**config.mk**
```make
export PLATFORM = sky130hd
export DESIGN_NAME = mux_scan_reg_flat
export DESIGN_NICKNAME = d
export VERILOG_FILES = /design/src/rtl/mux_scan_reg_if.sv /design/src/rtl/mux_scan_reg.sv /design/src/flat_wrapper.sv
export SDC_FILE = /design/constraint.sdc
export NUM_CORES = 1
export LEC_CHECK = 0
export CORE_MARGIN = 1
export CORE_UTILIZATION = 43
export CTS_CLUSTER_SIZE = 40
export DETAILED_ROUTE_END_ITERATION = 12
export HOLD_SLACK_MARGIN = 0.03
export MAX_ROUTING_LAYER = met4
export PLACE_DENSITY = 0.82
export SLEW_MARGIN = 20
export SYNTH_ARGS = -nofsm -noshare
export SYNTH_HDL_FRONTEND = slang
export SYNTH_SLANG_ARGS = --single-unit
```
**constraint.sdc**
```tcl
create_clock -name i_clk -period 1.65 [get_ports i_clk]
set_input_delay 0.4125 -clock i_clk [delete_from_list [all_inputs] [get_ports i_clk]]
set_output_delay 0.4125 -clock i_clk [all_outputs]
set_load 0.03 [all_outputs]
```
**src/rtl/mux_scan_reg_if.sv**
```systemverilog
// Channel-mux bus: packed channel data and controls in, selected data and status out.
// Pure wiring; the mux itself adds one clock of latency.
// No backpressure; the consumer samples o_y whenever o_y_valid is set.
interface mux_scan_reg_if #(
    parameter int W  = 2,
    parameter int CH = 4,
    parameter int SW = 2
);
    logic [CH*W-1:0] i_din;
    logic [SW-1:0]   i_sel;
    logic            i_en;
    logic            i_mode;
    logic [W-1:0]    o_y;
    logic [SW-1:0]   o_y_ch;
    logic            o_y_valid;
    logic            o_scan_wrap;

    // Source side: drives data and controls, observes the registered result.
    modport master (
        output i_din, i_sel, i_en, i_mode,
        input  o_y, o_y_ch, o_y_valid, o_scan_wrap
    );

    // Mux side.
    modport slave (
        input  i_din, i_sel, i_en, i_mode,
        output o_y, o_y_ch, o_y_valid, o_scan_wrap
    );
endinterface

```
**src/rtl/mux_scan_reg.sv**
```systemverilog
// Registered CH:1 mux of W-bit channels, manual select or round-robin auto-scan (DWELL clocks per channel).
// Latency: 1 clock from din/sel/en/mode to y/y_ch/y_valid; scan_wrap pulses on the CH-1 -> 0 index step.
// No backpressure; en=0 freezes the scan and blanks the output (holds it when MUX_SCAN_HOLD_EN is defined).
module mux_scan_reg #(
    parameter int W     = 2,
    parameter int CH    = 4,
    parameter int SW    = 2,
    parameter int DWELL = 4
) (
    input  logic           i_clk,
    input  logic           i_rst,
    mux_scan_reg_if.slave  bus
);

    // Dwell counter needs at least one bit even when every channel is held a single clock.
    localparam int CW = (DWELL > 1) ? $clog2(DWELL) : 1;

    logic [W-1:0]  r_y;
    logic [SW-1:0] r_y_ch;
    logic          r_y_valid;
    logic          r_scan_wrap;
    logic [SW-1:0] r_scan_idx;
    logic [CW-1:0] r_dwell_cnt;

    logic [W-1:0]  w_man_dat;
    logic [W-1:0]  w_scan_dat;
    logic          w_sel_ok;
    logic          w_dwell_end;
    logic          w_idx_last;

    // Channel extraction by comparison loop, so an out-of-range sel (CH not a power of 2) yields 0 instead of an out-of-bounds slice.
    always_comb begin
        w_man_dat  = '0;
        w_scan_dat = '0;
        for (int k = 0; k < CH; k++) begin
            if (bus.i_sel == SW'(k))
                w_man_dat = bus.i_din[k*W +: W];
            if (r_scan_idx == SW'(k))
                w_scan_dat = bus.i_din[k*W +: W];
        end
    end

    assign w_sel_ok    = (int'(bus.i_sel) < CH);
    assign w_dwell_end = (r_dwell_cnt == CW'(DWELL - 1));
    assign w_idx_last  = (r_scan_idx == SW'(CH - 1));

    // Output and scan-state update: disabled freeze, manual select (reloads scan state), or auto-scan step.
    always_ff @(posedge i_clk or posedge i_rst) begin
        if (i_rst) begin
            r_y         <= '0;
            r_y_ch      <= '0;
            r_y_valid   <= 1'b0;
            r_scan_wrap <= 1'b0;
            r_scan_idx  <= '0;
            r_dwell_cnt <= '0;
        end else if (!bus.i_en) begin
`ifdef MUX_SCAN_HOLD_EN
            // y and y_valid keep the last shown channel while disabled.
`else
            r_y       <= '0;
            r_y_valid <= 1'b0;
`endif
            r_scan_wrap <= 1'b0;
        end else if (!bus.i_mode) begin
            r_scan_wrap <= 1'b0;
            r_dwell_cnt <= '0;
            if (w_sel_ok) begin
                r_y        <= w_man_dat;
                r_y_ch     <= bus.i_sel;
                r_y_valid  <= 1'b1;
                r_scan_idx <= bus.i_sel;
            end else begin
                // Nonexistent channel: blank, keep the last valid y_ch.
                r_y        <= '0;
                r_y_valid  <= 1'b0;
                r_scan_idx <= '0;
            end
        end else begin
            r_y       <= w_scan_dat;
            r_y_ch    <= r_scan_idx;
            r_y_valid <= 1'b1;
            if (w_dwell_end) begin
                r_dwell_cnt <= '0;
                r_scan_idx  <= w_idx_last ? '0 : r_scan_idx + 1'b1;
                r_scan_wrap <= w_idx_last;
            end else begin
                r_dwell_cnt <= r_dwell_cnt + 1'b1;
                r_scan_wrap <= 1'b0;
            end
        end
    end

    assign bus.o_y         = r_y;
    assign bus.o_y_ch      = r_y_ch;
    assign bus.o_y_valid   = r_y_valid;
    assign bus.o_scan_wrap = r_scan_wrap;

endmodule

```
**src/flat_wrapper.sv**
```systemverilog
// flat-port wrapper written by rule: the top's interface ports become plain ports
module mux_scan_reg_flat 
#(
    parameter int W     = 2,
    parameter int CH    = 4,
    parameter int SW    = 2,
    parameter int DWELL = 4
)
  (i_clk, i_rst, bus_i_din, bus_i_sel, bus_i_en, bus_i_mode, bus_o_y, bus_o_y_ch, bus_o_y_valid, bus_o_scan_wrap);
  mux_scan_reg_if #(.W(W), .CH(CH), .SW(SW)) bus_i ();
  input  logic i_clk;
  input  logic i_rst;
  input wire logic [$bits(bus_i.i_din)-1:0] bus_i_din;
  input wire logic [$bits(bus_i.i_sel)-1:0] bus_i_sel;
  input wire logic [$bits(bus_i.i_en)-1:0] bus_i_en;
  input wire logic [$bits(bus_i.i_mode)-1:0] bus_i_mode;
  output wire logic [$bits(bus_i.o_y)-1:0] bus_o_y;
  output wire logic [$bits(bus_i.o_y_ch)-1:0] bus_o_y_ch;
  output wire logic [$bits(bus_i.o_y_valid)-1:0] bus_o_y_valid;
  output wire logic [$bits(bus_i.o_scan_wrap)-1:0] bus_o_scan_wrap;
  assign bus_i.i_din = bus_i_din;
  assign bus_i.i_sel = bus_i_sel;
  assign bus_i.i_en = bus_i_en;
  assign bus_i.i_mode = bus_i_mode;
  assign bus_o_y = bus_i.o_y;
  assign bus_o_y_ch = bus_i.o_y_ch;
  assign bus_o_y_valid = bus_i.o_y_valid;
  assign bus_o_scan_wrap = bus_i.o_scan_wrap;
  mux_scan_reg #(.W(W), .CH(CH), .SW(SW), .DWELL(DWELL)) u_core (.i_clk(i_clk), .i_rst(i_rst), .bus(bus_i));
endmodule
```
# Word level (Yosys, flattened, before mapping)
# Index checks and enable logic that the tools add are counted.
dict set report totals {
  output_inout_bits 6
  elab_cells 39
  register_bits 10
  input_bits 14
}
dict set report classes {
  addsub 2
  mux 20
  n_eq_ne 8
  n_reduce_logical 3
}
# op count
set ops {}
lappend ops {{2-bit two-way mux} 16}
lappend ops {{2-bit == test, second input constant} 5}
lappend ops {{2-bit by 1-bit adder with 2-bit output, second input constant} 2}
lappend ops {{2-bit by 1-bit == test with 1-bit output, second input constant} 2}
lappend ops {{2-bit zero test} 2}
lappend ops {{1-bit two-way mux} 4}
lappend ops {{2-bit by 1-bit != test with 1-bit output, second input constant} 1}
lappend ops {{2-bit AND reduction} 1}

# Longest topological paths before layout
dict set report logic_depth {
  word_depth 7
  mapped_depth 5
  ltp_nobuf 5
}

# Worst setup path after synthesis
# Ideal clock, no wire load.
dict set report synth_timing {
  path_kind {register to register}
  startpoint {reg u_core.r_scan_idx[1]}
  endpoint {reg u_core.r_y[1], in the netlist u_core.bus.o_y[1]}
  n_path_buf 0
  period_less_slack_ps 1255
  required_time_ps 1585
  path_slack_ps 395
  stages_incl_launch_ff 6
  arrival_time_ps 1190
  setup_ps 65
  path_cell_list {dfrtp_1 -> inv_1 -> ha_1 -> nand3b_1 -> a221oi_1 -> o211a_1}
}
dict set report synth_between {
  elab_chain_len 7
  elab_cells_between_ends 10
  cone_classes {3 x eq/ne; 6 x mux; 1 x reduce/logical}
}
# item line_no
set synth_rtl {}
lappend synth_rtl {{from (decl)} mux_scan_reg.sv:22} ;# logic [SW-1:0] r_scan_idx;
lappend synth_rtl {{from (signal assigned)} mux_scan_reg.sv:71} ;# r_scan_idx <= bus.i_sel;
lappend synth_rtl {{from (signal assigned)} mux_scan_reg.sv:84} ;# r_scan_idx <= w_idx_last ? '0 : r_scan_idx + 1'b1;
lappend synth_rtl {{2-bit zero test} mux_scan_reg.sv:38} ;# if (r_scan_idx == SW'(k))
lappend synth_rtl {{2-bit two-way mux (3 in series)} mux_scan_reg.sv:38}
lappend synth_rtl {{2-bit two-way mux (*)} mux_scan_reg.sv:38}
lappend synth_rtl {{2-bit two-way mux (*)} mux_scan_reg.sv:64} ;# end else if (!bus.i_mode) begin
lappend synth_rtl {{2-bit two-way mux (*)} mux_scan_reg.sv:56} ;# end else if (!bus.i_en) begin
lappend synth_rtl {{to (signal assigned)} mux_scan_reg.sv:68} ;# r_y <= w_man_dat;
lappend synth_rtl {{to (signal assigned)} mux_scan_reg.sv:79} ;# r_y <= w_scan_dat;
lappend synth_rtl {{to (decl)} mux_scan_reg.sv:18} ;# logic [W-1:0] r_y;
# Mark *: on every way between the ends. The rest lies on a longest branch, timed or not.
# A chain may end at the register's enable or synchronous reset.

# Final worst setup path
dict set report layout_timing {
  startpoint {reg u_core.r_y_ch[0], in the netlist u_core.bus.o_y_ch[0]}
  endpoint {out bus_o_y_ch[0]}
}
# item line_no
set layout_lines {}
lappend layout_lines {{from (decl)} mux_scan_reg.sv:19} ;# logic [SW-1:0] r_y_ch;
lappend layout_lines {{from (signal assigned)} mux_scan_reg.sv:69} ;# r_y_ch <= bus.i_sel;
lappend layout_lines {{from (signal assigned)} mux_scan_reg.sv:80} ;# r_y_ch <= r_scan_idx;
lappend layout_lines {{to (decl)} flat_wrapper.sv:18} ;# output wire logic [$bits(bus_i.o_y_ch)-1:0] bus_o_y_ch;
# No word-level cell between the ends.

==> results.toml <==
[synth]
synth.distinct_cells = 22
avgSynthCellArea_sq_um = 9.83
yosysSeqAreaShare_pct = 40.4
yosys_warnings = 0
synth_cells = 63
synth_fp_nets = 82
synth_top_area_share_pct = 40.4
yosysTopAreaCell = "dfrtp_1"
synthTopCellsByArea = "dfrtp_1 (40%), ha_1 (10%), mux2i_1 (8.1%)"
synth_area_sq_um = 619
ys_ff_latch = 10

[setup_path]
critical-path-top-delay-family = "buffers and inverters"
path_class = "reg -> out"
cp_data_required_time_ns = 1.24
cp_data_arrival_time_ns = 1.03
cp_max_fo = 2
cp_num_buf_inv = 1
worstSetupStartpointType = "flop"
max_stage_delay_ns = 0.41
crit_chain = "dlygate4sd2_1"
slowest_stage = "dlygate4sd2_1"
cp-end-kind = "output pin"

[cts]
clock-sinks = 10
htreeDepth = 1
post_cts_buffers = 0
cts-buffers-inserted = 3
cts_root_buffer = "clkbuf_4"
clock_path_buffers = 2
path_clk_slew_ns = 0.07
insertion_delay_ns = 0.27
cts_tree = "built"

[detailed_routing]
vias = 519
viasPerCell = 5.14
wire_per_inst_microns = 12.8
totalWireLength_mm = 1.29
drc = 0
drtIter0Drc = 14
detail-route-antenna-nets = 0
dr.pass1.iters = 4

[outcome]
status = "completed"

[min_path]
min_path_type = "in -> async"

[timing]
setup-violations-final = 0
maxSlewViolCount = 0
timing.fmax_mhz = 691
clock_skew_ns = 0.00342
period_share_pct = 87.7
finalCriticalPeriod_ns = 1.45
holdWs_ns = 0.414
tns_ns = 0
hold_viol = 0
max-slew-margin-rel_pct = 74.9
tightest_slew_ns = 0.376
rsz0062_at_grt = "no"

[finish]
nFillCells = 114
layout.nets = 106
num_antenna_cells = 0
syn_to_final_growth_pct = 38.2
drive_above_1_share_pct = 10.5

[global_routing]
grtUsageTotal_pct = 18.5
grt_pass1_wl_mm = 1.75
antenna_found_initial = 0
first_global_vias = 429
overflow = 0
grt_max_degree = 14

[floorplanning]
die-area_sq_um = 1600
io_pins = 20
core_sq_um = 1320
num_rows = 13
die_h_microns = 40.0
fp.dieW_microns = 40.0
start_util_pct = 47.0

[pwr]
switchingPower_w = 0.000233
ir_drop_mv = 0.637
internal_power_w = 0.000522
combPwrFrac_pct = 30.6
power_density_nw_per_um2 = 882
swShare_pct = 30.8
p_clk_share_pct = 29.5
seq_power_share_pct = 40.0
power_leakage_nw = 0.427

[flow_run]
maxCapViolations = 0

[place]
io_buffer_count = 19
dp_hpwl_microns = 946
gp_congestion = 0.790
## routing by layer
| metal | track usage (%) | wire [microns] |
|---|---|---|
| met4 | 5.17 | 0 |
| met1 | 19.5 | 560 |
| met3 | 10.0 | 116 |
| met2 | 29.8 | 616 |
| met5 | - | 0 |
## cells by family (layout without fill, tap and decap cells)
group / after synthesis / count (layout) / synth area share (%)
compound gates: 18 / 18 / 18.8
flops: 10 / 10 / 40.4
simple gates: 15 / 15 / 13.3
buf+inv: 9 / 32 / 7.47
fa+ha+maj: 5 / 5 / 10.1
mux: 6 / 6 / 9.90
## what timing repair did
| action | CTS | global route |
|---|---|---|
| endpoints found under the setup margin | 6 | 0 |
| gates resized for setup | 6 | 0 |
| hold buffers | 0 | 0 |
## Yosys cell counts
| master | instances |
|---|---|
| mux2i_1 | 5 |
| nand3_1 | 1 |
| and4_1 | 1 |
| nand2_1 | 4 |
| a21oi_1 | 9 |
| nor2_1 | 3 |
| a221oi_1 | 2 |
| inv_1 | 6 |
| nand3b_1 | 3 |
| o211a_1 | 2 |
| buf_4 | 1 |
| or2b_1 | 1 |
| dfrtp_1 | 10 |
| buf_6 | 1 |
| a22oi_1 | 2 |
| buf_2 | 1 |
| o21ai_0 | 2 |
| nor2_2 | 1 |
| ha_1 | 5 |
| a31o_1 | 1 |
| mux2_2 | 1 |
| nor2b_1 | 1 |
## registers in the layout, summed over array words and instances, names as in the netlist
name,flops
u_core.bus.o_y,2
u_core.bus.o_scan_wrap,1
u_core.r_scan_idx,2
u_core.r_dwell_cnt,2
u_core.bus.o_y_valid,1
u_core.bus.o_y_ch,2
## path summary, 6_finish.rpt
path,endpoint,start,cells past startpoint,slack [ns]
worst max register to register,u_core.bus.o_y[1],u_core.r_scan_idx[1],5,0.23
worst min-delay path,u_core.bus.o_y_ch[0],i_rst,2,0.41
max in group asynchronous,u_core.r_scan_idx[1],i_rst,2,0.96
min in group i_clk,u_core.bus.o_y_ch[1],u_core.bus.o_y_ch[1],2,0.53
worst min register to register,u_core.bus.o_y_ch[1],u_core.bus.o_y_ch[1],2,0.53
worst max-delay path,bus_o_y_ch[0],u_core.bus.o_y_ch[0],1,0.20
## metrics by stage
step | setup slack [ns] | instance area (sq um) | instances | total power (W) | util, %
floorplan | 0.395 | 619 | 63 | 0.000454 | -
global placement | 0.0574 | 827 | 97 | 0.000543 | 62.8
detailed placement | 0.0423 | 827 | 97 | 0.000547 | 62.8
CTS | 0.203 | 856 | 101 | 0.000762 | 65.0
global route | 0.122 | 856 | 101 | 0.000797 | 65.0
finish | 0.203 | 856 | 101 | 0.000755 | 65.0
## power by group through the flow
stage	Sequential (W)	Clock, W	Combinational [W]
final	0.000302	0.000223	0.000231
after CTS	0.000302	0.000229	0.000231
after global placement	0.000306	0	0.000237
after floorplan	0.000331	0	0.000123
after global routing	0.000306	0.000238	0.000252
after detailed placement	0.000307	0	0.000240
## placed cells by master (no fill, tap or decap), drive strengths merged, types with 3 or more instances in the layout
cell           synthesis  layout
clkdlybuf4s50          0      13
a21oi                  9       9
nor2                   4       4
ha                     5       5
nand2                  4       4
inv                    6       6
clkbuf                 0       4
dlygate4sd2            0       6
mux2i                  5       5
nand3b                 3       3
dfrtp                 10      10
buf                    3       3
## layout make-up
class                           count  area, sq um  share of cell area [%]
Timing Repair Buffer               22          205                    24.0
Tap cell                           15         18.8                    2.19
Clock buffer                        4         36.3                    4.24
Inverter                            6         22.5                    2.63
Sequential cell                    10          250                    29.2
Multi-Input combinational cell     44          323                    37.7
Note: power is estimated with default switching activity, not from simulation.
